### config.mk
export PLATFORM = sky130hd
export DESIGN_NAME = wptr_full_ctrl
export DESIGN_NICKNAME = d
export VERILOG_FILES = /design/src/rtl/wptr_full_ctrl_pkg.sv /design/src/rtl/wptr_full_ctrl_gray2bin.sv /design/src/rtl/wptr_full_ctrl.sv
export SDC_FILE = /design/constraint.sdc
export NUM_CORES = 1
export LEC_CHECK = 0
export CAP_MARGIN = 40
export CORE_MARGIN = 2
export CORE_UTILIZATION = 30
export DETAILED_ROUTE_END_ITERATION = 12
export MAX_ROUTING_LAYER = met4
export PLACE_DENSITY = 0.57
export SETUP_SLACK_MARGIN = 0.02
export SLEW_MARGIN = 20
export SYNTH_ARGS = -nofsm -noshare
export SYNTH_HDL_FRONTEND = slang
export SYNTH_HIERARCHICAL = 1
export SYNTH_SLANG_ARGS = --single-unit
### constraint.sdc
create_clock -name CLK -period 2.9 [get_ports CLK]
set_input_delay 0.29 -clock CLK [delete_from_list [all_inputs] [get_ports CLK]]
set_output_delay 0.29 -clock CLK [all_outputs]
set_load 0.1 [all_outputs]
### src/rtl/wptr_full_ctrl_pkg.sv
// Shared pointer helpers for the async FIFO write and read controllers.
// Gray/binary conversions work on a 32-bit word; callers cast to their pointer width.
package wptr_full_ctrl_pkg;

    localparam int ADDR_WIDTH_DEF   = 3;
    localparam int AFULL_THRESH_DEF = 6;

    // Pointers carry one extra wrap bit beyond the memory address.
    function automatic int ptr_width(input int addr_width);
        return addr_width + 1;
    endfunction

    function automatic logic [31:0] bin2gray(input logic [31:0] b);
        return b ^ (b >> 1);
    endfunction

    // Prefix XOR from the MSB down; upper zero bits leave narrow values intact.
    function automatic logic [31:0] gray2bin(input logic [31:0] g);
        logic [31:0] b;
        b = g;
        b = b ^ (b >> 1);
        b = b ^ (b >> 2);
        b = b ^ (b >> 4);
        b = b ^ (b >> 8);
        b = b ^ (b >> 16);
        return b;
    endfunction

endpackage

### src/rtl/wptr_full_ctrl_gray2bin.sv
// Combinational Gray-to-binary converter, shared with the read-side controller.
module wptr_full_ctrl_gray2bin
    import wptr_full_ctrl_pkg::*;
#(
    parameter int WIDTH = 4
) (
    input  logic [WIDTH-1:0] gray,
    output logic [WIDTH-1:0] bin
);

    always_comb begin
        bin = WIDTH'(gray2bin(32'(gray)));
    end

endmodule

### src/rtl/wptr_full_ctrl.sv
// Write-domain pointer and full/level/overflow controller for the async FIFO.
// Status flags are computed from the next pointer so full asserts on the edge of the depth-th write.
module wptr_full_ctrl
    import wptr_full_ctrl_pkg::*;
#(
    parameter int ADDR_WIDTH   = ADDR_WIDTH_DEF,
    parameter int AFULL_THRESH = AFULL_THRESH_DEF
) (
    input  logic                  CLK,
    input  logic                  rst,
    input  logic                  wr_en,
    input  logic [ADDR_WIDTH:0]   rd_ptr_sync,
    input  logic                  clr_ovf,
    output logic [ADDR_WIDTH:0]   wr_ptr_gray,
    output logic [ADDR_WIDTH-1:0] wr_addr,
    output logic                  mem_wr_en,
    output logic                  full,
    output logic                  almost_full,
    output logic [ADDR_WIDTH:0]   wr_level,
    output logic                  overflow
);

    localparam int PTR_W = ptr_width(ADDR_WIDTH);
    // Full when the pointers differ only in the two top Gray bits.
    localparam logic [PTR_W-1:0] FULL_MASK = PTR_W'(3) << (PTR_W - 2);
    localparam logic [PTR_W-1:0] AF_T      = PTR_W'(AFULL_THRESH);

    logic [PTR_W-1:0] wr_bin_q, wr_bin_d;
    logic [PTR_W-1:0] wr_gray_q, wr_gray_d;
    logic [PTR_W-1:0] level_q, level_d;
    logic             full_q, full_d;
    logic             afull_q, afull_d;
    logic             ovf_q, ovf_d;

    logic             acc;
    logic [PTR_W-1:0] rd_bin;

    wptr_full_ctrl_gray2bin #(.WIDTH(PTR_W)) u_rd_g2b (
        .gray (rd_ptr_sync),
        .bin  (rd_bin)
    );

    // Writes are refused during reset so the memory is never strobed then.
    always_comb begin
        acc       = wr_en & ~full_q & ~rst;
        wr_bin_d  = wr_bin_q + {{(PTR_W-1){1'b0}}, acc};
        wr_gray_d = PTR_W'(bin2gray(32'(wr_bin_d)));
        full_d    = (wr_gray_d == (rd_ptr_sync ^ FULL_MASK));
        level_d   = wr_bin_d - rd_bin;
        afull_d   = (level_d >= AF_T);
        ovf_d     = (wr_en & full_q) | (ovf_q & ~clr_ovf);
    end

    always_ff @(posedge CLK) begin
        if (rst) begin
            wr_bin_q  <= '0;
            wr_gray_q <= '0;
            level_q   <= '0;
            full_q    <= 1'b0;
            afull_q   <= 1'b0;
            ovf_q     <= 1'b0;
        end else begin
            wr_bin_q  <= wr_bin_d;
            wr_gray_q <= wr_gray_d;
            level_q   <= level_d;
            full_q    <= full_d;
            afull_q   <= afull_d;
            ovf_q     <= ovf_d;
        end
    end

    assign wr_ptr_gray = wr_gray_q;
    assign wr_addr     = wr_bin_q[ADDR_WIDTH-1:0];
    assign mem_wr_en   = acc;
    assign full        = full_q;
    assign almost_full = afull_q;
    assign wr_level    = level_q;
    assign overflow    = ovf_q;

endmodule

==> run_results.csv, run 1 <==
group,metric,value,unit
layout,finish.utilization,0.457,
cts,htree_levels,1,
synthesis,synth_mux_area_frac,0,
route,num_vias,512,
grt,grt_pass1_wl,2330,um
sta,worstMarginPinSlew,299,ps
pwr,clkPwrFrac,0.213,
sta,period_share,0.798,
layout,drive_gt1_frac,0.355,
sta,skew,2.38,ps
synthesis,syn_area,721,um^2
synthesis,synth_ff_type,"dfxtp_1",
sta,tns,0,ps
synthesis,yosys_register_bits,14,
route,first_pass_iters,4,
worst_setup_path,end_kind,"flip-flop",
layout,final_area,1020,um^2
place,place_area,985,um^2
cts,clock-root-buffer,"clkbuf_4",
synthesis,synth_edf_count,0,
cts,clock_sinks,14,
floorplan,dieHeight,53.0,um
place,post-dp-hpwl,1130,um
floorplan,core_area,2230,um^2
layout,antennaDiodeCount,0,
pwr,power,638,uW
synthesis,yosysWarnings,6,
route,drcViolationCount,0,
synthesis,synth_top_cells_by_count,"14 x dfxtp_1, 11 x nor2_1, 6 x xnor2_1",
cts,cts_hold_buf,0,
cts,cts_tree,"done",
sta,report.final.slew_viol_count,0,
cts,clockBufferDepth,2,
route,wl_per_cell,11.4,um
place,io_buffer_count,22,
pwr,p_comb_frac,0.444,
worst_setup_path,crit_arrival,2530,ps
pwr,vdd_drop_max,0.000440,V
floorplan,start_util,0.323,
route,drt_iter0_drc,4,
layout,area_delta_synth_final,41.7,%
synthesis,synthAdderAreaFrac,0.115,
place,place.gp.congestion,0.781,
route,vias_per_cell,4.23,
worst_setup_path,start_kind,"input port",
flow_run,drv_cap,0,
synthesis,syn_avg_cell_area,10.6,um^2
synthesis,synth_most_common_cell,"dfxtp_1",
synthesis,synth.top_cell.area_share,0.389,
synthesis,ys_types,23,
hold_path,worstHoldPathType,"reg2reg",
synthesis,yosysTopAreaCell,"dfxtp_1",
sta,finalCriticalPeriod,2310,ps
grt,track_usage,0.120,
worst_setup_path,rrSetupSlack,740,ps
route,ant_nets,0,
floorplan,num_rows,17,
grt,grt_pass1_vias,538,
pwr,power.share.switching,0.430,
synthesis,ys_top_cells_by_area,"dfxtp_1 39%, ha_1 8.7%, xnor2_1 7.3%",
worst_setup_path,cp_slowest_cell,"clkdlybuf4s50_1",
sta,rsz0062_at_grt,"no",
sta,timing.hold.ws,478,ps
floorplan,die_area,2810,um^2
status,outcome,"completed",
worst_setup_path,path_cells,"clkdlybuf4s50_1, nor3b_4, ha_2, ha_4, xnor2_2, inv_1, ha_4, nand2_1, o21ai_1, xnor3_1, o21ai_2",
synthesis,syn_nets,82,
pwr,powerDensity,625,nW/um^2
cts,clkSlewWorstSetupHoldPaths,80,ps
synthesis,yosys.area_share.simple,0.142,
layout,nets,108,
worst_setup_path,cp_data_required_time,3110,ps
pwr,internal_power,364,uW
synthesis,ys_async_sr_fraction,0,
worst_setup_path,crit_path_frequent_cell,"ha_4",
cts,cts_setup_buffers,0,
synthesis,synth_compound_area_frac,0.0469,
synthesis,seq_area_frac_synth,0.389,
worst_setup_path,crit_type,"in2reg",
cts,worstSkewPairLatency,270,ps
floorplan,dieWidth,53.0,um
grt,grt_max_degree,16,
grt,grt-ovfl-total,0,
sta,relSlewSlack,0.801,
layout,n_fill_cell,213,
sta,fmax,0.432,GHz
pwr,pwr-share-seq,0.342,
sta,hold_violations,0,
pwr,leakage,0.447,nW
synthesis,synth_top_family_by_area,"XOR/XNOR gates",
worst_setup_path,cp_slowest_stage_delay,480,ps
grt,grt_antenna_before_repair,0,
synthesis,synth_xor_area_frac,0.266,
floorplan,pin_count,23,
cts,cts_resized,0,
cts,cts-buffers-inserted,3,
synthesis,syn_inst,68,
pwr,p_switching,274,uW
worst_setup_path,cp_max_fo,3,
sta,setup_viol,0,
route,routed_wl,1390,um
power by group through the flow:
stage	registers [mW]	clock network [mW]	logic (mW)
finish	0.218	0.136	0.284
global route	0.221	0.154	0.302
detailed placement	0.223	0	0.286
CTS	0.219	0.143	0.287
global placement	0.223	0	0.286
floorplan	0.369	0	0.0793
logic make-up after synthesis:
kind of cell / after synthesis
xor+xnor: 15
flops: 14
simple gates: 20
fa+ha+maj: 6
compound gates: 6
buf+inv: 7
per-stage QoR:
stage,worst slack (ps),std cells
final,586,121
after global routing,423,121
after CTS,570,121
after detailed placement,305,117
after global placement,357,117
after floorplan,-80.1,68
flip-flops by register name, indices dropped and copies added, names as in the netlist:
signal       count
wr_ptr_gray      3
overflow         1
full             1
wr_bin_q         4
almost_full      1
wr_level         4
per-layer routing:
metal	vias to the layer above	routed length, um	part of all wire	track usage
met3	0	20	0.014	0.00847
met2	7	703	0.51	0.190
met1	240	660	0.48	0.152
met4	0	0	0	0.0641
met5	-	0	0	-
li1	265	-	-	-
cell usage in the layout (no fill, tap or decap), types with 2 or more instances in the layout:
| master | instances |
|---|---|
| a21oi_1 | 3 |
| buf_4 | 16 |
| clkbuf_4 | 3 |
| clkdlybuf4s50_1 | 7 |
| dfxtp_1 | 13 |
| ha_1 | 2 |
| ha_4 | 2 |
| inv_1 | 5 |
| nand2_1 | 3 |
| nor2_1 | 11 |
| o21ai_1 | 2 |
| xnor2_1 | 5 |
| xnor3_1 | 2 |
| xor2_1 | 4 |
| xor2_2 | 2 |
final cells by class:
type                       instances  area [um^2]  area share
inverter                           5         18.8      0.0184
timing repair buffer              23          190       0.186
clock buffer                       4         36.3      0.0355
tap                               28         35.0      0.0343
multi-input combinational         47          457       0.447
sequential                        14          284       0.278
critical path, delay by kind of cell:
| kind | cells | cell delay [ps] |
|---|---|---|
| XOR/XNOR | 2 | 420 |
| AO/OA/AOI/OAI | 2 | 250 |
| adder cells (fa/ha/maj) | 3 | 720 |
| AND/OR/NAND/NOR | 2 | 250 |
| buffers and inverters | 2 | 580 |
path summary, 6_finish.rpt:
check / from / endpoint / cells past startpoint
worst min register to register: overflow / overflow / 2
worst min-delay path: overflow / overflow / 2
worst max-delay path: wr_en / almost_full / 11
worst max register to register: full / almost_full / 10
Note: power is estimated with default switching activity, not from simulation.
==> run 2: changes to the inputs <==
==> constraint.sdc (replaced) <==
create_clock -name CLK -period 2.24 [get_ports CLK]
set_input_delay 0.224 -clock CLK [delete_from_list [all_inputs] [get_ports CLK]]
set_output_delay 0.224 -clock CLK [all_outputs]
set_load 0.1 [all_outputs]
==> run 2 against run 1 <==
Sequential power increased by 30%. Via count rose by 12%. Clock-buffer cell count unchanged. Hold slack lost 1.1 ps. Utilization up 8.1 points. Total power increased by 40%. Die area did not move. Critical endpoint unchanged.
==> run_results.csv, run 2 (synthesized netlist as in run 1, its figures left out) <==
group,metric,value,unit
worst_setup_path,path_buf_inv,1,
layout,stdcell_count,136,
worst_setup_path,start_kind,"input port",
hold_path,worstHoldPathType,"reg2reg",
sta,finalCriticalPeriod,2070,ps
sta,relSlewSlack,0.808,
layout,final_common_cell,"buf_4",
layout,regArea,284,um^2
flow_run,drv_cap,0,
sta,worstMarginPinSlew,288,ps
hold_path,hp-start,"overflow",
worst_setup_path,reg2reg_to,"almost_full",
worst_setup_path,cp_slowest_cell,"clkdlybuf4s50_1",
route,drt_iter0_drc,4,
worst_setup_path,cp_max_fo,3,
cts,cts_tree,"done",
layout,area_delta_synth_final,66.7,%
pwr,p_comb_frac,0.479,
cts,clockBufferDepth,2,
place,io_buffer_count,22,
grt,grt_pass1_wl,2180,um
cts,worstSkewPairLatency,280,ps
hold_path,min_path_cells,2,
sta,rsz0062_at_grt,"no",
route,num_vias,572,
floorplan,num_rows,17,
pwr,clkPwrFrac,0.204,
cts,cts-buffers-inserted,3,
worst_setup_path,cp_data_required_time,2460,ps
cts,cts_hold_buf,0,
pwr,power.share.switching,0.420,
sta,skew,4.37,ps
worst_setup_path,rrSetupSlack,270,ps
sta,hold_violations,0,
route,first_pass_iters,4,
grt,grt_max_degree,16,
worst_setup_path,timing.rr.start,"full",
route,vias_per_cell,4.21,
sta,period_share,0.926,
place,post-dp-hpwl,1170,um
hold_path,holdPathEnd,"overflow",
cts,clock-root-buffer,"clkbuf_4",
grt,grt-ovfl-total,0,
place,place_inst,131,
sta,setup_viol,0,
layout,final_area,1200,um^2
grt,grt_antenna_before_repair,0,
floorplan,core_area,2230,um^2
place,place_area,1150,um^2
route,drcViolationCount,0,
worst_setup_path,path_delay_family,"adder cells",
place,place.gp.congestion,0.771,
floorplan,dieHeight,53.0,um
route,routed_wl,1360,um
layout,layout_common_cells,"30 x buf_4, 13 x dfxtp_1, 11 x nor2_1, 7 x clkdlybuf4s50_1",
pwr,p_switching,374,uW
cts,htree_levels,1,
pwr,powerDensity,742,nW/um^2
route,wl_per_cell,9.98,um
worst_setup_path,crit_arrival,2290,ps
pwr,internal_power,517,uW
floorplan,die_area,2810,um^2
layout,antennaDiodeCount,0,
layout,n_fill_cell,223,
floorplan,start_util,0.323,
layout,nets,123,
worst_setup_path,crit_type,"in2reg",
floorplan,pin_count,23,
cts,clock_sinks,14,
worst_setup_path,cp_slowest_stage_delay,530,ps
cts,clkSlewWorstSetupHoldPaths,90,ps
pwr,vdd_drop_max,0.000556,V
floorplan,dieWidth,53.0,um
worst_setup_path,end_kind,"flip-flop",
sta,report.final.slew_viol_count,0,
layout,drive_gt1_frac,0.500,
pwr,pwr-share-seq,0.318,
pwr,leakage,0.532,nW
layout,multi_input_area,509,um^2
sta,tns,0,ps
sta,fmax,0.482,GHz
worst_setup_path,rr_worst_depth,7,
status,outcome,"completed",
worst_setup_path,path_cells,"clkdlybuf4s50_1, xor2_2, xnor2_1, ha_4, fa_1, xor2_1, or3_1, o21ai_2",
route,ant_nets,0,
grt,grt_pass1_vias,499,
grt,track_usage,0.111,
[run 2: changes by cell type in the layout (fill, tap and decap cells not counted), sizes merged]
cell,before,now
buf,16,31
[run 2: how the worst max path moves through the flow]
stage                        endpoint           start  cells past startpoint
after CTS                        full           wr_en                      8
after floorplan           almost_full            full                     10
final                     almost_full  rd_ptr_sync[2]                      8
after global routing      almost_full           wr_en                     11
after detailed placement         full           wr_en                      8
after global placement           full             rst                      8
[run 2: what timing repair did]
item | 4_1_cts | 5_1_grt
gates resized for setup | 0 | 2
setup endpoints to repair | 0 | 3
buffers inserted | 0 | 1
[run 2: final cells by class]
| class | instances | area share |
|---|---|---|
| multi-input cells | 47 | 0.424 |
| repair buffers | 38 | 0.263 |
| flip-flops and latches | 14 | 0.236 |
| clock buffers | 4 | 0.0302 |
| well taps | 28 | 0.0292 |
| inverters | 5 | 0.0177 |
[run 2: worst min-delay path, cell delays in order, from the launching register on]
cell and delay, ps:
dfxtp_1 320, nand2b_1 60, a21oi_1 50
[run 2: layer usage]
layer / vias up / wire (um) / GRT usage
li1: 300 / - / -
met4: 0 / 0 / 0.0641
met5: - / 0 / -
met3: 0 / 47 / 0.00847
met1: 262 / 592 / 0.150
met2: 10 / 718 / 0.163
[run 2: power groups by stage]
stage	Sequential (mW)	Clock, mW	Combinational (mW)
2_1_floorplan	0.478	0	0.121
4_1_cts	0.284	0.191	0.427
6_report	0.283	0.181	0.426
5_1_grt	0.286	0.196	0.458
3_5_place_dp	0.290	0	0.425
3_3_place_gp	0.289	0	0.426
[run 2: per-stage QoR]
step	util	total power, mW	hold WS (ps)	setup slack [ps]
4_1_cts	0.529	0.901	482	65.9
3_5_place_dp	0.513	0.715	469	-228
5_1_grt	0.538	0.939	493	29.7
2_1_floorplan	-	0.600	286	-649
6_report	0.538	0.891	477	166
3_3_place_gp	0.513	0.716	458	-197
